$ cat config.mk
export PLATFORM = sky130hd
export DESIGN_NAME = load_store_unit
export DESIGN_NICKNAME = d
export VERILOG_FILES = /design/src/rtl/load_store_unit.sv
export SDC_FILE = /design/constraint.sdc
export NUM_CORES = 1
export LEC_CHECK = 0
export BUFFER_PORTS_ARGS = -buffer_cell sky130_fd_sc_hd__buf_2
export CAP_MARGIN = 20
export CORE_ASPECT_RATIO = 1.4
export CORE_MARGIN = 2
export CORE_UTILIZATION = 35
export DETAILED_ROUTE_END_ITERATION = 10
export GPL_TIMING_DRIVEN = 0
export SKIP_CTS_REPAIR_TIMING = 1
export SLEW_MARGIN = 20
export SYNTH_ARGS = -nofsm -noshare
export SYNTH_HDL_FRONTEND = slang
export SYNTH_SLANG_ARGS = --single-unit
$ cat constraint.sdc
create_clock -name clk -period 8.4 [get_ports clk]
set_input_delay 0.42 -clock clk [delete_from_list [all_inputs] [get_ports clk]]
set_output_delay 0.42 -clock clk [all_outputs]
set_load 0.02 [all_outputs]
$ cat src/rtl/load_store_unit.sv
// -----------------------------------------------------------------------------
// load_store_unit
//
// Memory stage that sits directly behind the ALU. The ALU result is used as the
// effective address for LB/LH/LW/LBU/LHU/SB/SH/SW against a word-wide data
// memory with a request/ack handshake. One operation is in flight at a time;
// the core stalls while busy=1.
//
// Lanes are little-endian: byte 0 of a word is bits [7:0].
//
// Ports
//   clk        in   1   clock, all state on the rising edge
//   rst_n      in   1   synchronous active-low reset
//   req_valid  in   1   memory op presented by the datapath
//   req_ready  out  1   op accepted when req_valid & req_ready
//   is_store   in   1   1 = store, 0 = load
//   size       in   2   00 byte, 01 half, 10 word, 11 illegal
//   sign_ext   in   1   loads only: 1 = sign-extend, 0 = zero-extend
//   addr       in   32  effective address
//   wdata      in   32  store data
//   busy       out  1   op in flight
//   done       out  1   one-cycle completion pulse
//   load_data  out  32  extended load result, valid with done, held otherwise
//   align_err  out  1   with done: misaligned or illegal size, no access made
//   bus_err    out  1   with done: no ack within TIMEOUT cycles
//   mem_req    out  1   memory request, held until ack or timeout
//   mem_we     out  1   1 = write
//   mem_be     out  4   byte enables
//   mem_addr   out  32  word-aligned address
//   mem_wdata  out  32  lane-replicated store data
//   mem_rdata  in   32  read word, sampled when mem_ack = 1
//   mem_ack    in   1   completion from memory
//
// Parameters
//   TIMEOUT    cycles mem_req may stay high without mem_ack before bus_err (>=2)
// -----------------------------------------------------------------------------
module load_store_unit #(
  parameter int TIMEOUT = 16
) (
  input  logic        clk,
  input  logic        rst_n,
  input  logic        req_valid,
  output logic        req_ready,
  input  logic        is_store,
  input  logic [1:0]  size,
  input  logic        sign_ext,
  input  logic [31:0] addr,
  input  logic [31:0] wdata,
  output logic        busy,
  output logic        done,
  output logic [31:0] load_data,
  output logic        align_err,
  output logic        bus_err,
  output logic        mem_req,
  output logic        mem_we,
  output logic [3:0]  mem_be,
  output logic [31:0] mem_addr,
  output logic [31:0] mem_wdata,
  input  logic [31:0] mem_rdata,
  input  logic        mem_ack
);

  localparam int CNT_W = (TIMEOUT > 2) ? $clog2(TIMEOUT) : 1;
  localparam logic [CNT_W-1:0] CNT_LAST = CNT_W'(TIMEOUT - 1);

  localparam logic [1:0] SZ_BYTE = 2'b00;
  localparam logic [1:0] SZ_HALF = 2'b01;
  localparam logic [1:0] SZ_WORD = 2'b10;

  typedef enum logic [1:0] {
    IDLE   = 2'b00,
    ACCESS = 2'b01,
    RESP   = 2'b10
  } state_t;

  state_t            state;
  state_t            state_nxt;
  logic [CNT_W-1:0]  cnt;

  // Operation captured at accept; held stable for the whole access.
  logic              store_p0;
  logic [1:0]        size_p0;
  logic              sext_p0;
  logic [31:0]       addr_p0;
  logic [31:0]       wdata_p0;

  logic              align_flag;
  logic              bus_flag;

  logic              accept;
  logic              misaligned;
  logic              timeout_hit;
  logic              in_access;

  // ---------------------------------------------------------------------------
  // Lane helpers
  // ---------------------------------------------------------------------------
  function automatic logic [3:0] lane_enables(input logic [1:0] sz,
                                              input logic [1:0] lo);
    logic [3:0] be;
    case (sz)
      SZ_BYTE: be = 4'b0001 << lo;
      SZ_HALF: be = 4'b0011 << {lo[1], 1'b0};
      default: be = 4'b1111;
    endcase
    return be;
  endfunction

  function automatic logic [31:0] replicate_store(input logic [1:0]  sz,
                                                  input logic [31:0] wd);
    logic [31:0] rep;
    case (sz)
      SZ_BYTE: rep = {4{wd[7:0]}};
      SZ_HALF: rep = {2{wd[15:0]}};
      default: rep = wd;
    endcase
    return rep;
  endfunction

  // Shift the addressed lane down to bit 0, then extend to 32 bits.
  function automatic logic [31:0] extract_load(input logic [1:0]  sz,
                                               input logic        sext,
                                               input logic [1:0]  lo,
                                               input logic [31:0] rd);
    logic [31:0]        shifted;
    logic signed [7:0]  lane_b;
    logic signed [15:0] lane_h;
    logic [31:0]        res;
    shifted = rd >> {lo, 3'b000};
    lane_b  = shifted[7:0];
    lane_h  = shifted[15:0];
    case (sz)
      SZ_BYTE: res = sext ? {{24{lane_b[7]}}, lane_b}  : {24'd0, lane_b};
      SZ_HALF: res = sext ? {{16{lane_h[15]}}, lane_h} : {16'd0, lane_h};
      default: res = rd;
    endcase
    return res;
  endfunction

  // ---------------------------------------------------------------------------
  // Handshake and alignment decode on the incoming op
  // ---------------------------------------------------------------------------
  assign req_ready = rst_n && (state == IDLE);
  assign accept    = req_valid && req_ready;

  always_comb begin
    misaligned = 1'b0;
    case (size)
      SZ_BYTE: misaligned = 1'b0;
      SZ_HALF: misaligned = addr[0];
      SZ_WORD: misaligned = (addr[1:0] != 2'b00);
      default: misaligned = 1'b1;
    endcase
  end

  assign timeout_hit = (cnt == CNT_LAST);

  // ---------------------------------------------------------------------------
  // Next-state logic
  // ---------------------------------------------------------------------------
  always_comb begin
    state_nxt = state;
    case (state)
      IDLE: begin
        if (accept) begin
          state_nxt = misaligned ? RESP : ACCESS;
        end
      end
      ACCESS: begin
        // An ack arriving in the final allowed cycle still completes normally.
        if (mem_ack || timeout_hit) begin
          state_nxt = RESP;
        end
      end
      RESP: begin
        state_nxt = IDLE;
      end
      default: begin
        state_nxt = IDLE;
      end
    endcase
  end

  // ---------------------------------------------------------------------------
  // Control state: FSM, timeout counter, result flags, load result
  // ---------------------------------------------------------------------------
  always_ff @(posedge clk) begin
    if (!rst_n) begin
      state      <= IDLE;
      cnt        <= '0;
      align_flag <= 1'b0;
      bus_flag   <= 1'b0;
      load_data  <= '0;
    end else begin
      state <= state_nxt;
      case (state)
        IDLE: begin
          if (accept) begin
            align_flag <= misaligned;
            bus_flag   <= 1'b0;
            cnt        <= '0;
          end
        end
        ACCESS: begin
          if (mem_ack) begin
            if (!store_p0) begin
              load_data <= extract_load(size_p0, sext_p0, addr_p0[1:0], mem_rdata);
            end
          end else if (timeout_hit) begin
            bus_flag <= 1'b1;
          end else begin
            cnt <= cnt + 1'b1;
          end
        end
        default: begin
        end
      endcase
    end
  end

  // ---------------------------------------------------------------------------
  // Op capture (data path, no reset needed: only observed while in ACCESS)
  // ---------------------------------------------------------------------------
  always_ff @(posedge clk) begin
    if (accept) begin
      store_p0 <= is_store;
      size_p0  <= size;
      sext_p0  <= sign_ext;
      addr_p0  <= addr;
      wdata_p0 <= wdata;
    end
  end

  // ---------------------------------------------------------------------------
  // Outputs; memory side is forced low outside ACCESS so it idles at zero
  // ---------------------------------------------------------------------------
  assign in_access = (state == ACCESS);
  assign busy      = (state != IDLE);
  assign done      = (state == RESP);
  assign align_err = done && align_flag;
  assign bus_err   = done && bus_flag;

  assign mem_req   = in_access;
  assign mem_we    = in_access && store_p0;
  assign mem_be    = in_access ? lane_enables(size_p0, addr_p0[1:0]) : 4'b0000;
  assign mem_addr  = in_access ? {addr_p0[31:2], 2'b00} : 32'd0;
  assign mem_wdata = in_access ? replicate_store(size_p0, wdata_p0) : 32'd0;

endmodule
==> results by group, run 1 <==
Yosys
  – Largest cells by area after synthesis: edfxtp_1, dfxtp_1, a21oi_1
  – Post-synth EDFFs: 68
  – Warnings from Yosys: 0
  – Gate Count Post-Synth: 452
  – XOR/XNOR share of the synthesized area: 0.365%
  – Sequential-to-total area share from yosys stat: about three fifths
  – Number of distinct library cells after synthesis: 45
  – Area share of the largest cell type after synthesis: between 40 and 50%
  – Cell taking the most area after synthesis: edfxtp_1
  – Average instance area after synthesis: 10.6 um2
  – Compound-cell area share of the yosys netlist: around 17%
  – Post-synthesis cell area: 4800 um2
  – Share of cell area taken by muxes after synthesis: 5.48%
  – Main combinational cell family by area after synthesis: compound AO/OA/AOI/OAI gates
  – Flip-flop and latch count after synthesis: 108
  – Top_reg_cell synth: edfxtp_1
  – Area fraction in and, or, nand and nor cells after synthesis: 14.2%
  – Share of synthesized registers carrying an async set or reset: 0%
  – Adder-Cell Fraction of Synth Area: 0.261%

GRT
  – Global-route wire length before repair: 21800 um
  – Overall global routing resource usage: 19.6%
  – Pin count of the biggest net entering global routing: 20
  – GRT overflow: 0
  – Antenna violations before repair: 2
  – Vias in the first global route: 4259

Detailed routing
  – DRT iter0 DRCs: 177
  – Via density per instance: 5.00
  – Post-detailed-route wirelength per cell: 17.0 um
  – Router iterations before antenna repair: 4
  – Via Count: ~4300
  – Post-detailed-route count of antenna-violating nets: 0
  – Routed wire length: 14700 um
  – Residual DRC count: 0

Placement
  – Placer's final routability congestion estimate: 0.899
  – Estimated wirelength of the detail-placed design: 11600 um
  – # placed instances: 849
  – Placed standard-cell area: 6140 um2
  – Total of buffers placed on input and output ports: 208
  – Placement Setup Slack: 6130 ps

Floorplan
  – Full die area: 14700 um2
  – Effective utilization at floorplan: 35.8%
  – Floorplan row count: 50
  – Die Wd: 103 um
  – Area of the core: approximately 13000 um2
  – Number of I/O pins: 211
  – Vert. Die Dim: 143 um

Clocking
  – Register clock-pin slew on the reported worst setup and hold paths: 80 ps
  – Number of buffers created by CTS: 9
  – Maximum clock path buffer count: 2
  – Deepest level of the CTS H-tree: 3
  – Clock sink total: 108
  – Clock latency on the worst-skew pair: 340 ps
  – Clock root buffer: clkbuf_16
  – CTS tree: yes

Finish
  – Share of final-layout standard cells stronger than drive strength 1: a little over a third
  – Commonest non-fill, non-tap cell in the layout: buf_2
  – Final net count: 783
  – Final Instance Area: 6420 um2
  – Layout area overhead: 33.8%
  – Combined area of the multi-input logic cells: 1820 um2
  – Core Util, Final: 48.0%
  – Final standard cell count with taps included and fillers excluded: 865
  – Number of antenna repair diodes: 0
  – Most frequent cells in the layout: buf_2, edfxtp_1, a21oi_1, o21ai_0, and2_1
  – Layout fillers: around 1300
  – Register area: 2840 um2

Timing
  – Max Clock Skew: 6.79 ps
  – F_max: 0.382 GHz
  – Setup repair after global routing missed its margin: false
  – TNS Setup: 0 ps
  – Final number of setup-violating endpoints: 0
  – Max transition margin: 41.3%
  – Min Tclk post-route: 2620 ps
  – Max-slew violation count: 0
  – Setup WS post-layout: about 5800 ps
  – Period utilization: between 30% and 40%
  – Slew @ Worst Pin: 873 ps
  – Number of hold-slack violations in the final timing report: 0

Worst setup path
  – Sort of element at the start of the critical path: flop
  – Signal arrival time at the worst endpoint: 2200 ps
  – Crit-path max FO: 10
  – Required time of the worst setup path: 7980 ps
  – Kind of end point of the critical path: output pin
  – Worst Path Class, Setup: flop to output pin

Power
  – VDD IR max: 97.6 uV
  – Ratio of total power to cell area: 180 nW/um2
  – Leakage: 2.89 nW

Outcome
  – Result of the run: finished, final reports clean

Job
  – Number of max-cap violations: 0

Worst hold path
  – HP Class: primary input to flop
final timing paths:
| path | from | endpoint | slack [ps] | cells past startpoint |
|---|---|---|---|---|
| hold / removal | addr[14] | addr_p0[14] | 240 | 1 |
| setup / recovery | state[1] | mem_wdata[21] | 5780 | 5 |
| setup reg to reg | state[0] | load_data[8] | 6200 | 5 |
| hold reg to reg | align_flag | align_flag | 460 | 2 |
worst max-delay path, cell delays in order (launching register included):
cell and delay, ps:
dfxtp_1 430, nand2b_1 300, clkbuf_1 390, clkbuf_1 450
nor2_1 100, buf_2 190
synth_stat cells (3+ instances only):
master	number
nor2b_1	6
nand2_1	40
nor2_1	34
dfxtp_1	40
o2bb2ai_1	7
and2_1	42
mux2i_1	24
nand2b_1	4
a22oi_1	7
edfxtp_1	68
clkbuf_1	21
a22o_1	7
a21oi_1	65
buf_2	3
inv_1	4
buf_1	4
o21ai_0	42
power by group:
group	leakage [nW]	internal, mW	switching [mW]
Combinational	1.80	0.0590	0.0946
Sequential	0.956	0.588	0.00956
Clock	0.135	0.206	0.201
Total	2.89	0.853	0.305
stage by stage:
step	hold WS [ps]	total power [mW]
final	242	1.16
after global routing	218	1.21
after CTS	226	1.17
after detailed placement	453	0.763
after global placement	446	0.763
after floorplan	430	0.695
logic make-up after synthesis:
logic type                 after synthesis
buffers and inverters                   37
adders and majority gates                1
xor gates and xnor gates                 2
muxes                                   25
other                                    1
DFF                                    108
and+or+nand+nor                        137
AOI/OAI and AO/OA                      141
area by class of cell:
| cell class | instances | area share (%) |
|---|---|---|
| clock buffers | 9 | 3.51 |
| flip-flops and latches | 108 | 44.3 |
| plain buffers | 31 | 2.10 |
| clock inverters | 7 | 0.916 |
| multi-input cells | 308 | 28.3 |
| well taps | 182 | 3.55 |
| repair buffers | 214 | 17.0 |
| inverters | 6 | 0.351 |
registers in the layout, summed over array words and instances, names as in the netlist, 2 cells and up:
signal     flops
size_p0        2
cnt            4
wdata_p0      32
load_data     32
addr_p0       32
state          2
layer usage:
| metal | GRT usage, % | vias up | wire length (um) |
|---|---|---|---|
| li1 | - | 2074 | - |
| met1 | 22.5 | 2018 | 5690 |
| met2 | 33.8 | 204 | 7440 |
| met3 | 6.53 | 23 | 1230 |
| met4 | 6.79 | 2 | 340 |
| met5 | 0 | - | 11 |
(Power assumes the default switching activity.)
==> run 2: changes to the inputs <==
--- a/config.mk
+++ b/config.mk
@@ -5,6 +5,7 @@
 export SDC_FILE = /design/constraint.sdc
 export NUM_CORES = 1
 export LEC_CHECK = 0
+export ABC_AREA = 1
 export BUFFER_PORTS_ARGS = -buffer_cell sky130_fd_sc_hd__buf_2
 export CAP_MARGIN = 20
 export CORE_ASPECT_RATIO = 1.4
==> constraint.sdc (replaced) <==
create_clock -name clk -period 2.15 [get_ports clk]
set_input_delay 0.1075 -clock clk [delete_from_list [all_inputs] [get_ports clk]]
set_output_delay 0.1075 -clock clk [all_outputs]
set_load 0.02 [all_outputs]
==> results by group, run 2 <==
Outcome
  – Result of the run: finished, final reports clean

Yosys
  – Largest cells by area after synthesis: edfxtp_1, dfxtp_1, nor2_1
  – Post-synthesis cell area: 5040 um2 (+5.0%)
  – Flip-flop and latch count after synthesis: 108 (unchanged)
  – Sequential-to-total area share from yosys stat: 56.4% (-2.8 points)
  – Gate Count Post-Synth: 598 (+32%)
  – Most repeated cell in the gate-level netlist after synthesis: nor2_1
  – Top_reg_cell synth: edfxtp_1
  – Area share of the largest cell type after synthesis: 40.5% (-2.0 points)
  – Number of distinct library cells after synthesis: 32 (-29%)
  – Average instance area after synthesis: 8.42 um2 (-21%)
  – Warnings from Yosys: 0 (unchanged)
  – Post-synth EDFFs: 68 (unchanged)
  – Share of synthesized registers carrying an async set or reset: 0% (unchanged)
  – Most frequent cells after synthesis: nor2_1, nand2_1, inv_1
  – Cell taking the most area after synthesis: edfxtp_1

Worst setup path
  – Crit-path max FO: 10 (unchanged)
  – Signal arrival time at the worst endpoint: 1910 ps (-290 ps)
  – Worst reg2reg path endpoint: wdata_p0[24]
  – Worst Path Class, Setup: flop to output pin
  – Sort of element at the start of the critical path: flop
  – Worst flop-to-flop path startpoint: state[0]
  – Required time of the worst setup path: 2040 ps (-5940 ps)
  – FF-to-FF setup slack: 320 ps (-5880 ps)
  – Kind of end point of the critical path: output pin
  – Number of cells on the worst reg-to-reg path: 6 (+1)

Placement
  – Estimated wirelength of the detail-placed design: 12000 um (+3.2%)
  – Placer's final routability congestion estimate: 0.921 (+2.4%)
  – # placed instances: 993 (+17%)
  – Placed standard-cell area: 6370 um2 (+3.8%)
  – Placement Setup Slack: 237 ps (-5890 ps)
  – Total of buffers placed on input and output ports: 207 (-0.48%)

Clocking
  – Clock root buffer: clkbuf_16
  – Deepest level of the CTS H-tree: 3 (unchanged)
  – Clock latency on the worst-skew pair: 340 ps (about the same)
  – Maximum clock path buffer count: 2 (unchanged)
  – Clock sink total: 108 (unchanged)
  – Number of buffers created by CTS: 9 (unchanged)
  – CTS tree: yes
  – Register clock-pin slew on the reported worst setup and hold paths: 80 ps (about the same)

Job
  – Number of max-cap violations: 0 (unchanged)

Timing
  – Final number of setup-violating endpoints: 0 (unchanged)
  – Period utilization: 93.7%
  – Max transition margin: 64.0% (+23 points)
  – Max-slew violation count: 0 (unchanged)
  – F_max: 0.497 GHz
  – Slew @ Worst Pin: 539 ps (-334 ps)
  – Max Clock Skew: 7.95 ps (+1.16 ps)
  – Setup repair after global routing missed its margin: true
  – Worst hold-check slack: 57.2 ps (-184 ps)
  – Number of hold-slack violations in the final timing report: 0 (unchanged)
  – Min Tclk post-route: 2010 ps
  – TNS Setup: 0 ps (unchanged)
  – Setup WS post-layout: 136 ps (-5650 ps)

Power
  – Total power draw: 4.76 mW (+310%)
  – Ratio of total power to cell area: 642 nW/um2 (+260%)
  – Leakage: 3.70 nW (+28%)
  – VDD IR max: 405 uV (+320%)

Detailed routing
  – Router iterations before antenna repair: 4 (unchanged)
  – Routed wire length: 16000 um (+8.9%)
  – Via Count: 5018 (+16%)
  – Post-detailed-route wirelength per cell: 14.9 um (-13%)
  – DRT iter0 DRCs: 231 (+31%)
  – Residual DRC count: 0 (unchanged)
  – Via density per instance: 4.65 (-6.8%)
  – Post-detailed-route count of antenna-violating nets: 0 (unchanged)

GRT
  – Pin count of the biggest net entering global routing: 31 (+55%)
  – Global-route wire length before repair: 23800 um (+9.3%)
  – Vias in the first global route: 4602 (+8.1%)
  – Overall global routing resource usage: 19.8% (+0.19 points)
  – GRT overflow: 0 (unchanged)
  – Antenna violations before repair: 0 (-2)

Finish
  – Final net count: 993 (+27%)
  – Layout area overhead: 47.1%
  – Share of final-layout standard cells stronger than drive strength 1: 30.3% (-4.9 points)
  – Most frequent cells in the layout: buf_2, nor2_1, nand2_1, edfxtp_1, dlygate4sd3_1
  – Number of antenna repair diodes: 0 (unchanged)
  – Commonest non-fill, non-tap cell in the layout: buf_2
  – Largest registers: addr_p0: 32 flops, load_data: 32 flops, wdata_p0: 32 flops
  – Final Instance Area: 7410 um2 (+15%)
  – Final standard cell count with taps included and fillers excluded: 1078 (+25%)
  – Core Util, Final: 53.0% (+5.0 points)

Floorplan
  – Effective utilization at floorplan: 36.0% (+0.20 points)
  – Die Wd: 105 um (+2.4%)
  – Full die area: 15400 um2 (+4.8%)
  – Floorplan row count: 51 (+2.0%)
  – Number of I/O pins: 211 (unchanged)
  – Area of the core: 14000 um2 (+4.4%)
  – Vert. Die Dim: 146 um (+2.4%)

Worst hold path
  – Number of cells on the worst hold path: 3 (+2)
  – WHS Endpoint: load_data[6]
  – HP Class: primary input to flop
  – Source of the worst hold timing path: mem_rdata[6]
-- run 2: cell count changes after synthesis, moves of 24 or more --
cell	change
nor2_1	+87
inv_1	+65
nand2_1	+54
nand3_1	+53
and2_1	-42
mux2i_1	-24
-- run 2: how the worst max path moves through the flow --
stage                from       endpoint  depth (start not counted)
2_1_floorplan    state[0]     addr_p0[0]                          5
3_3_place_gp     state[0]   wdata_p0[18]                          5
3_5_place_dp   size_p0[1]  mem_wdata[15]                          6
4_1_cts        size_p0[1]  mem_wdata[15]                          6
5_1_grt        size_p0[1]  mem_wdata[15]                          7
6_report       size_p0[1]  mem_wdata[26]                          7
-- run 2: area by class of cell --
type,instances,area [um2]
clock buffers,9,225
flip-flops and latches,108,2850
inverters,75,289
fillers,1340,6570
well taps,185,231
plain buffers,30,178
clock inverters,7,92.6
repair buffers,278,1780
multi-input cells,386,1760
-- run 2: power breakdown --
group / internal (mW) / total [mW] / switching (mW)
logic: 0.283 / 0.672 / 0.388
clock network: 0.938 / 1.76 / 0.822
registers: 2.30 / 2.33 / 0.0301
total: 3.52 / 4.76 / 1.24
-- run 2: cell families (layout without fill, tap and decap cells) --
| group | count (synthesis) | in the layout | share of synthesized area, % |
|---|---|---|---|
| buf+inv | 105 | 399 | 8.94 |
| simple gates | 289 | 289 | 24.6 |
| flops | 108 | 108 | 56.4 |
| other cells | 1 | 2 | 0.0745 |
| compound gates | 94 | 94 | 9.66 |
| fa+ha+maj | 1 | 1 | 0.248 |
-- run 2: metal layers --
layer | global-route usage [%] | part of all wire, %
met5 | 0 | 0
met3 | 6.45 | 8.1
met4 | 9.33 | 3.0
met2 | 33.5 | 50
met1 | 22.4 | 39
-- run 2: critical path: stages (launching register included) --
cell and delay, ps:
edfxtp_1 370, clkbuf_4 210, inv_2 160, nand2_1 110, clkbuf_4 200, o21ai_0 260
nor2_1 100, buf_2 170
